[src/rtl/tetris_move_scheduler.sv]
// Move scheduler for the tetris playfield: latches button pulses, generates the
// gravity tick from the level, and issues one command at a time to the board.
//
// Command handshake: cmd_valid rises with cmd_op stable and both hold until the
// board returns a one-cycle cmd_ack (qualified by cmd_ok). cmd_valid drops on
// the edge that samples cmd_ack, and stays low for at least one cycle before the
// next command. cmd_ack is ignored whenever cmd_valid is low.
module tetris_move_scheduler #(
  parameter int          CNT_W     = 27,
  parameter int unsigned GRAV_BASE = 100000000,
  parameter int unsigned GRAV_STEP = 6000000,
  parameter int unsigned GRAV_MIN  = 5000000
) (
  input  logic       clk,
  input  logic       sw_rst,
  input  logic       btn_drop,
  input  logic       btn_rotate,
  input  logic       btn_left,
  input  logic       btn_right,
  input  logic       btn_down,
  input  logic       sw_pause,
  input  logic [3:0] level,
  output logic       cmd_valid,
  output logic [2:0] cmd_op,
  input  logic       cmd_ack,
  input  logic       cmd_ok,
  output logic       game_over,
  output logic       busy,
  output logic [1:0] dbg_state
);

  typedef enum logic [1:0] {S_SPAWN_REQ, S_IDLE, S_ISSUE, S_HALT} state_t;
  typedef enum logic [1:0] {SEQ_NONE, SEQ_HARD, SEQ_LOCK, SEQ_SPAWN} seq_t;

  localparam logic [2:0] OP_NONE   = 3'd0;
  localparam logic [2:0] OP_LEFT   = 3'd1;
  localparam logic [2:0] OP_RIGHT  = 3'd2;
  localparam logic [2:0] OP_ROTATE = 3'd3;
  localparam logic [2:0] OP_DOWN   = 3'd4;
  localparam logic [2:0] OP_LOCK   = 3'd5;
  localparam logic [2:0] OP_SPAWN  = 3'd6;

  // Pending flag index; lower index wins arbitration.
  localparam int P_DROP = 0;
  localparam int P_ROT  = 1;
  localparam int P_LEFT = 2;
  localparam int P_RGT  = 3;
  localparam int P_DOWN = 4;
  localparam int P_GRAV = 5;

  state_t           r_state, w_state_nx;
  seq_t             r_seq, w_seq_nx;
  logic             r_cmd_valid, w_cmd_valid_nx;
  logic [2:0]       r_cmd_op, w_cmd_op_nx;
  logic             r_game_over, w_game_over_nx;
  logic [5:0]       r_pend;
  logic             r_pause_d;
  logic [CNT_W-1:0] r_cnt;

  logic [5:0]       w_clr;
  logic [2:0]       w_issue_op;
  logic             w_down_ok;
  logic [4:0]       w_btn;
  logic [31:0]      w_reduce;
  logic [31:0]      w_period32;
  logic [CNT_W-1:0] w_period;
  logic             w_cnt_en;
  logic             w_tick;

  assign w_btn = {btn_down, btn_right, btn_left, btn_rotate, btn_drop};

  // Gravity period from level, clamped at GRAV_MIN without underflow; tick on compare.
  always_comb begin
    w_reduce = 32'(level) * GRAV_STEP;
    if (w_reduce > GRAV_BASE - GRAV_MIN) begin
      w_period32 = GRAV_MIN;
    end else begin
      w_period32 = GRAV_BASE - w_reduce;
    end
    w_period = CNT_W'(w_period32);
    w_cnt_en = !sw_pause && !r_game_over && (r_seq == SEQ_NONE);
    w_tick   = w_cnt_en && (r_cnt >= w_period - CNT_W'(1));
  end

  // Next-state: op selection in IDLE, ack bookkeeping in ISSUE.
  always_comb begin
    w_state_nx     = r_state;
    w_seq_nx       = r_seq;
    w_cmd_valid_nx = r_cmd_valid;
    w_cmd_op_nx    = r_cmd_op;
    w_game_over_nx = r_game_over;
    w_clr          = '0;
    w_issue_op     = OP_NONE;
    w_down_ok      = 1'b0;
    case (r_state)
      S_SPAWN_REQ: begin
        w_cmd_op_nx    = OP_SPAWN;
        w_cmd_valid_nx = 1'b1;
        w_state_nx     = S_ISSUE;
      end
      S_IDLE: begin
        // Sequence steps ignore pause; fresh requests wait for it to drop.
        if (r_seq == SEQ_HARD) begin
          w_issue_op = OP_DOWN;
        end else if (r_seq == SEQ_LOCK) begin
          w_issue_op = OP_LOCK;
        end else if (r_seq == SEQ_SPAWN) begin
          w_issue_op = OP_SPAWN;
        end else if (!sw_pause) begin
          if (r_pend[P_DROP]) begin
            w_issue_op    = OP_DOWN;
            w_seq_nx      = SEQ_HARD;
            w_clr[P_DROP] = 1'b1;
          end else if (r_pend[P_ROT]) begin
            w_issue_op   = OP_ROTATE;
            w_clr[P_ROT] = 1'b1;
          end else if (r_pend[P_LEFT]) begin
            w_issue_op    = OP_LEFT;
            w_clr[P_LEFT] = 1'b1;
          end else if (r_pend[P_RGT]) begin
            w_issue_op   = OP_RIGHT;
            w_clr[P_RGT] = 1'b1;
          end else if (r_pend[P_DOWN]) begin
            w_issue_op    = OP_DOWN;
            w_clr[P_DOWN] = 1'b1;
          end else if (r_pend[P_GRAV]) begin
            w_issue_op    = OP_DOWN;
            w_clr[P_GRAV] = 1'b1;
          end
        end
        if (w_issue_op != OP_NONE) begin
          w_cmd_op_nx    = w_issue_op;
          w_cmd_valid_nx = 1'b1;
          w_state_nx     = S_ISSUE;
        end
      end
      S_ISSUE: begin
        if (cmd_ack) begin
          w_cmd_valid_nx = 1'b0;
          w_state_nx     = S_IDLE;
          case (r_cmd_op)
            OP_DOWN: begin
              if (cmd_ok) w_down_ok = 1'b1;
              else        w_seq_nx  = SEQ_LOCK;
            end
            OP_LOCK: w_seq_nx = SEQ_SPAWN;
            OP_SPAWN: begin
              // Any spawn result ends the sequence; a rejected spawn ends the game.
              w_seq_nx = SEQ_NONE;
              if (!cmd_ok) begin
                w_game_over_nx = 1'b1;
                w_state_nx     = S_HALT;
              end
            end
            default: ;
          endcase
        end
      end
      S_HALT: begin
        w_cmd_valid_nx = 1'b0;
      end
      default: w_state_nx = S_IDLE;
    endcase
  end

  // State, sequence and command registers.
  always_ff @(posedge clk) begin
    if (!sw_rst) begin
      r_state     <= S_SPAWN_REQ;
      r_seq       <= SEQ_NONE;
      r_cmd_valid <= 1'b0;
      r_cmd_op    <= OP_NONE;
      r_game_over <= 1'b0;
    end else begin
      r_state     <= w_state_nx;
      r_seq       <= w_seq_nx;
      r_cmd_valid <= w_cmd_valid_nx;
      r_cmd_op    <= w_cmd_op_nx;
      r_game_over <= w_game_over_nx;
    end
  end

  // Gravity counter: restarts on a successful DOWN or on its own tick.
  always_ff @(posedge clk) begin
    if (!sw_rst) begin
      r_cnt <= '0;
    end else if (w_down_ok || w_tick) begin
      r_cnt <= '0;
    end else if (w_cnt_en) begin
      r_cnt <= r_cnt + CNT_W'(1);
    end
  end

  // Pending flags: set by pulse, cleared on issue, flushed on pause rise, frozen in HALT.
  always_ff @(posedge clk) begin
    if (!sw_rst) begin
      r_pend    <= '0;
      r_pause_d <= 1'b0;
    end else begin
      r_pause_d <= sw_pause;
      if (r_state != S_HALT) begin
        if (sw_pause && !r_pause_d) begin
          r_pend[4:0] <= '0;
        end else if (!sw_pause) begin
          r_pend[4:0] <= (r_pend[4:0] & ~w_clr[4:0]) | w_btn;
        end
        if (w_tick) begin
          r_pend[P_GRAV] <= 1'b1;
        end else if (w_clr[P_GRAV]) begin
          r_pend[P_GRAV] <= 1'b0;
        end
      end
    end
  end

  assign cmd_valid = r_cmd_valid;
  assign cmd_op    = r_cmd_op;
  assign game_over = r_game_over;
  assign dbg_state = r_state;
  // The pending spawn only counts as busy once reset is released.
  assign busy      = (r_state == S_ISSUE) | (r_seq != SEQ_NONE) |
                     ((r_state == S_SPAWN_REQ) & sw_rst);

endmodule

[config.mk]
export PLATFORM = sky130hd
export DESIGN_NAME = tetris_move_scheduler
export DESIGN_NICKNAME = d
export VERILOG_FILES = /design/src/rtl/tetris_move_scheduler.sv
export SDC_FILE = /design/constraint.sdc
export NUM_CORES = 1
export LEC_CHECK = 0
export CAP_MARGIN = 5
export CORE_ASPECT_RATIO = 0.6
export CORE_MARGIN = 4
export CORE_UTILIZATION = 60
export DETAILED_ROUTE_END_ITERATION = 7
export GPL_ROUTABILITY_DRIVEN = 0
export GPL_TIMING_DRIVEN = 0
export PLACE_DENSITY = 0.87
export SYNTH_ARGS = -nofsm -noshare
export SYNTH_HDL_FRONTEND = slang
export SYNTH_SLANG_ARGS = --single-unit
[constraint.sdc]
create_clock -name clk -period 8.65 [get_ports clk]
set_input_delay 1.73 -clock clk [delete_from_list [all_inputs] [get_ports clk]]
set_output_delay 1.73 -clock clk [all_outputs]
set_load 0.01 [all_outputs]
==> run metrics <==
first-pass GRT wire length 21,100 microns; FFs w/ async S/R, synth 0%; clock slew at reported path FFs 60 ps; period utilization 97.28%; # setup viols final 0; Switch Pwr 0.4768 mW; Final Skew 5.675 ps; antenna-violating nets left 0; startpoint of the worst hold path cmd_valid$_SDFFE_PN0P_; pwr/cell area 203.5 nW/um^2; commonest non-fill, non-tap cell in the layout nor2_1; depth of the CTS H-tree 2; # Max-Cap Violations 0; pin count of the biggest net entering global routing 13; RSZ-0062 raised after global routing no; DP HPWL 10,110 microns; most frequent cells in the layout 64 x nor2_1, 54 x ha_1, 52 x nand2_1, 43 x dfxtp_1, 38 x a21oi_1; cell-internal power 0.6045 mW; Clock Power Share 19.3%; Tot Pwr 1.081 mW; final net count 705; Slew Limit Fails 0; hold depth 2; Total GRT Usage 27.44%; DR pass1 iterations 5; Worst-Skew Late Latency 280 ps; syn avg cell area 7.809 sq um; R2R setup slack 5550 ps; R2R depth 8; maximum clock path buffer count 2; I/O pin cnt 22; CTS buffer count 5; critical path type in -> reg; WL per Instance 17.35 microns; Slew HR 29.23%; gr busiest metal met1; core box area 7447 sq um; die width 122.3 microns; initial antenna violation count 0; M2 GR Usage 38.79%; cell area after synthesis 4701 sq um; FF-to-FF Start r_seq[1]$_SDFFE_PN0P_; sequential share of the synthesized area 18.31%; Worst-Margin Slew 1053 ps; CP required 8820 ps; WP data arrival 8590 ps; final hold vios 0; run status completed; crit path capture type flip-flop; die area 9361 sq um; hold endpoint cmd_valid$_SDFFE_PN0P_; reg2reg end r_cnt[26]$_SDFFE_PP0P_; DR vias 4,752; min cycle time layout 8415 ps; Die H 76.56 microns; syn_nets 674; CTS sink count 43; drt initial violations 477; CP Max Fanout 10; Max Freq 118.8 MHz; GRT met1 Usage 40.83%; Post-Syn Instances 602; num rows 24; Reg power frac 21.3%; WL final 12,790 microns; global route overflow 0; area grow syn2layout 13.04%; Ys Warns 0; Most used DFF post-synth dfxtp_1; switch share 44.10%; drt via density 6.448; maximum vdd ir drop 0.0001033 V; # diodes 0; HP Class reg -> reg; CTS root buf clkbuf_16; GR Layer Usage met3 9.792%; number of synthesized flops with an enable pin 0; vias in the first global route 4,377; register bit total from synthesis 43; Starting Density 63.12%; Post-route DRC 0; final core utilization 71.35%; CP Launch Point level[1]; share of cells above drive strength 1 7.109%; Cell variety after synth 82; critical path launch point type input port; leak pwr 2.179 nW; PortBufs 20; logic gate share of total power 59.4%; TritonCTS clock tree done
-- per-stage QoR --
step           setup TNS [ps]  instance area (sq um)  worst slack, ps  hold slack, ps  std cells
6_report                    0                   5314            235.5           492.7        737
5_1_grt                     0                   5314            7.309           516.7        737
4_1_cts                     0                   5229            66.29           489.8        735
3_5_place_dp           -17070                   5031           -753.2           481.7        726
3_3_place_gp            -9737                   5031           -462.4           466.3        726
2_1_floorplan               0                   4701             1377           481.9        602
-- how the worst max path moves through the flow --
| stage | to | slack (ps) | depth (start not counted) |
|---|---|---|---|
| 2_1_floorplan | r_cnt[10]$_SDFFE_PP0P_ | 1380 | 23 |
| 3_3_place_gp | r_cnt[25]$_SDFFE_PP0P_ | -460 | 24 |
| 3_5_place_dp | r_cnt[22]$_SDFFE_PP0P_ | -750 | 24 |
| 4_1_cts | r_cnt[8]$_SDFFE_PP0P_ | 70 | 25 |
| 5_1_grt | r_cnt[14]$_SDFFE_PP0P_ | 7 | 24 |
| 6_report | r_cnt[25]$_SDFFE_PP0P_ | 240 | 22 |
-- per-layer routing --
metal	vias to the layer above	share of wire (%)
met1	2246	47
met2	222	41
met4	0	0.41
met5	-	0
met3	6	11
li1	2278	-
-- flip-flops by register name (all words and copies together) (netlist names) --
register   cells
cmd_op         3
cmd_valid      1
dbg_state      2
game_over      1
r_cnt         27
r_pause_d      1
r_pend         6
r_seq          2
-- worst max-delay path: stages --
cell and delay, ps:
clkdlybuf4s50_1 570, ha_1 430, fa_1 580, ha_1 520, and3b_4 290, o22ai_2 160, xnor2_1 630, nand3_1 170
a2111o_1 530, a211oi_4 340, o311a_1 280, a211oi_1 70, and3_1 200, ha_1 300, and4_1 320, nand4_1 140
o31ai_2 360, a21o_1 200, a31oi_1 70, o2111ai_4 320, clkbuf_4 290, nor2_1 70
-- layout make-up --
cell class,count,area [sq um]
clock inverters,1,30.03
plain buffers,16,73.82
well taps,104,130.1
repair buffers,24,232.7
multi-input cells,517,3760
flip-flops and latches,43,860.8
clock buffers,6,128.9
inverters,26,97.59
fillers,613,2133
-- Yosys cell counts (5+ instances only) --
master	number	area, sq um
a211oi_1	7	52.55
or3_1	10	62.56
clkbuf_1	15	56.30
nand3_1	16	80.08
xnor2_1	32	280.3
xor2_1	17	148.9
o21ai_0	28	140.1
o2111ai_1	6	52.55
a31oi_1	5	31.28
nor3_1	14	70.07
nor2_1	64	240.2
and2_1	9	56.30
a21o_1	18	135.1
a21oi_1	38	190.2
ha_1	54	675.7
dfxtp_1	43	860.8
nand4_1	17	106.4
and3_1	8	50.05
a21boi_0	8	60.06
inv_1	26	97.59
nor2b_1	15	93.84
o21a_1	5	37.54
nand2_1	52	195.2
-- kinds of logic (layout without fill, tap and decap cells) --
group	Yosys count	count (layout)	synth area share [%]
buf+inv	42	73	3.513
compound gates	169	169	25.85
mux	4	4	0.8518
xor+xnor	51	51	9.822
fa+ha+maj	58	58	16.08
flops	43	43	18.31
simple gates	235	235	25.58
-- what timing repair did --
item | in CTS | in global routing
resized for setup | 4 | 18
hold buffers | 0 | 0
setup endpoints to repair | 27 | 27
setup buffers | 2 | 2
pin swaps | 1 | 2
-- power groups by stage --
stage / Sequential [mW] / Combinational [mW] / Clock [mW]
after floorplan: 0.234 / 0.445 / 0
after CTS: 0.230 / 0.605 / 0.211
after detailed placement: 0.234 / 0.592 / 0
final: 0.231 / 0.642 / 0.209
after global routing: 0.233 / 0.702 / 0.222
after global placement: 0.233 / 0.563 / 0
No activity file was read; power rests on OpenSTA's default activity.
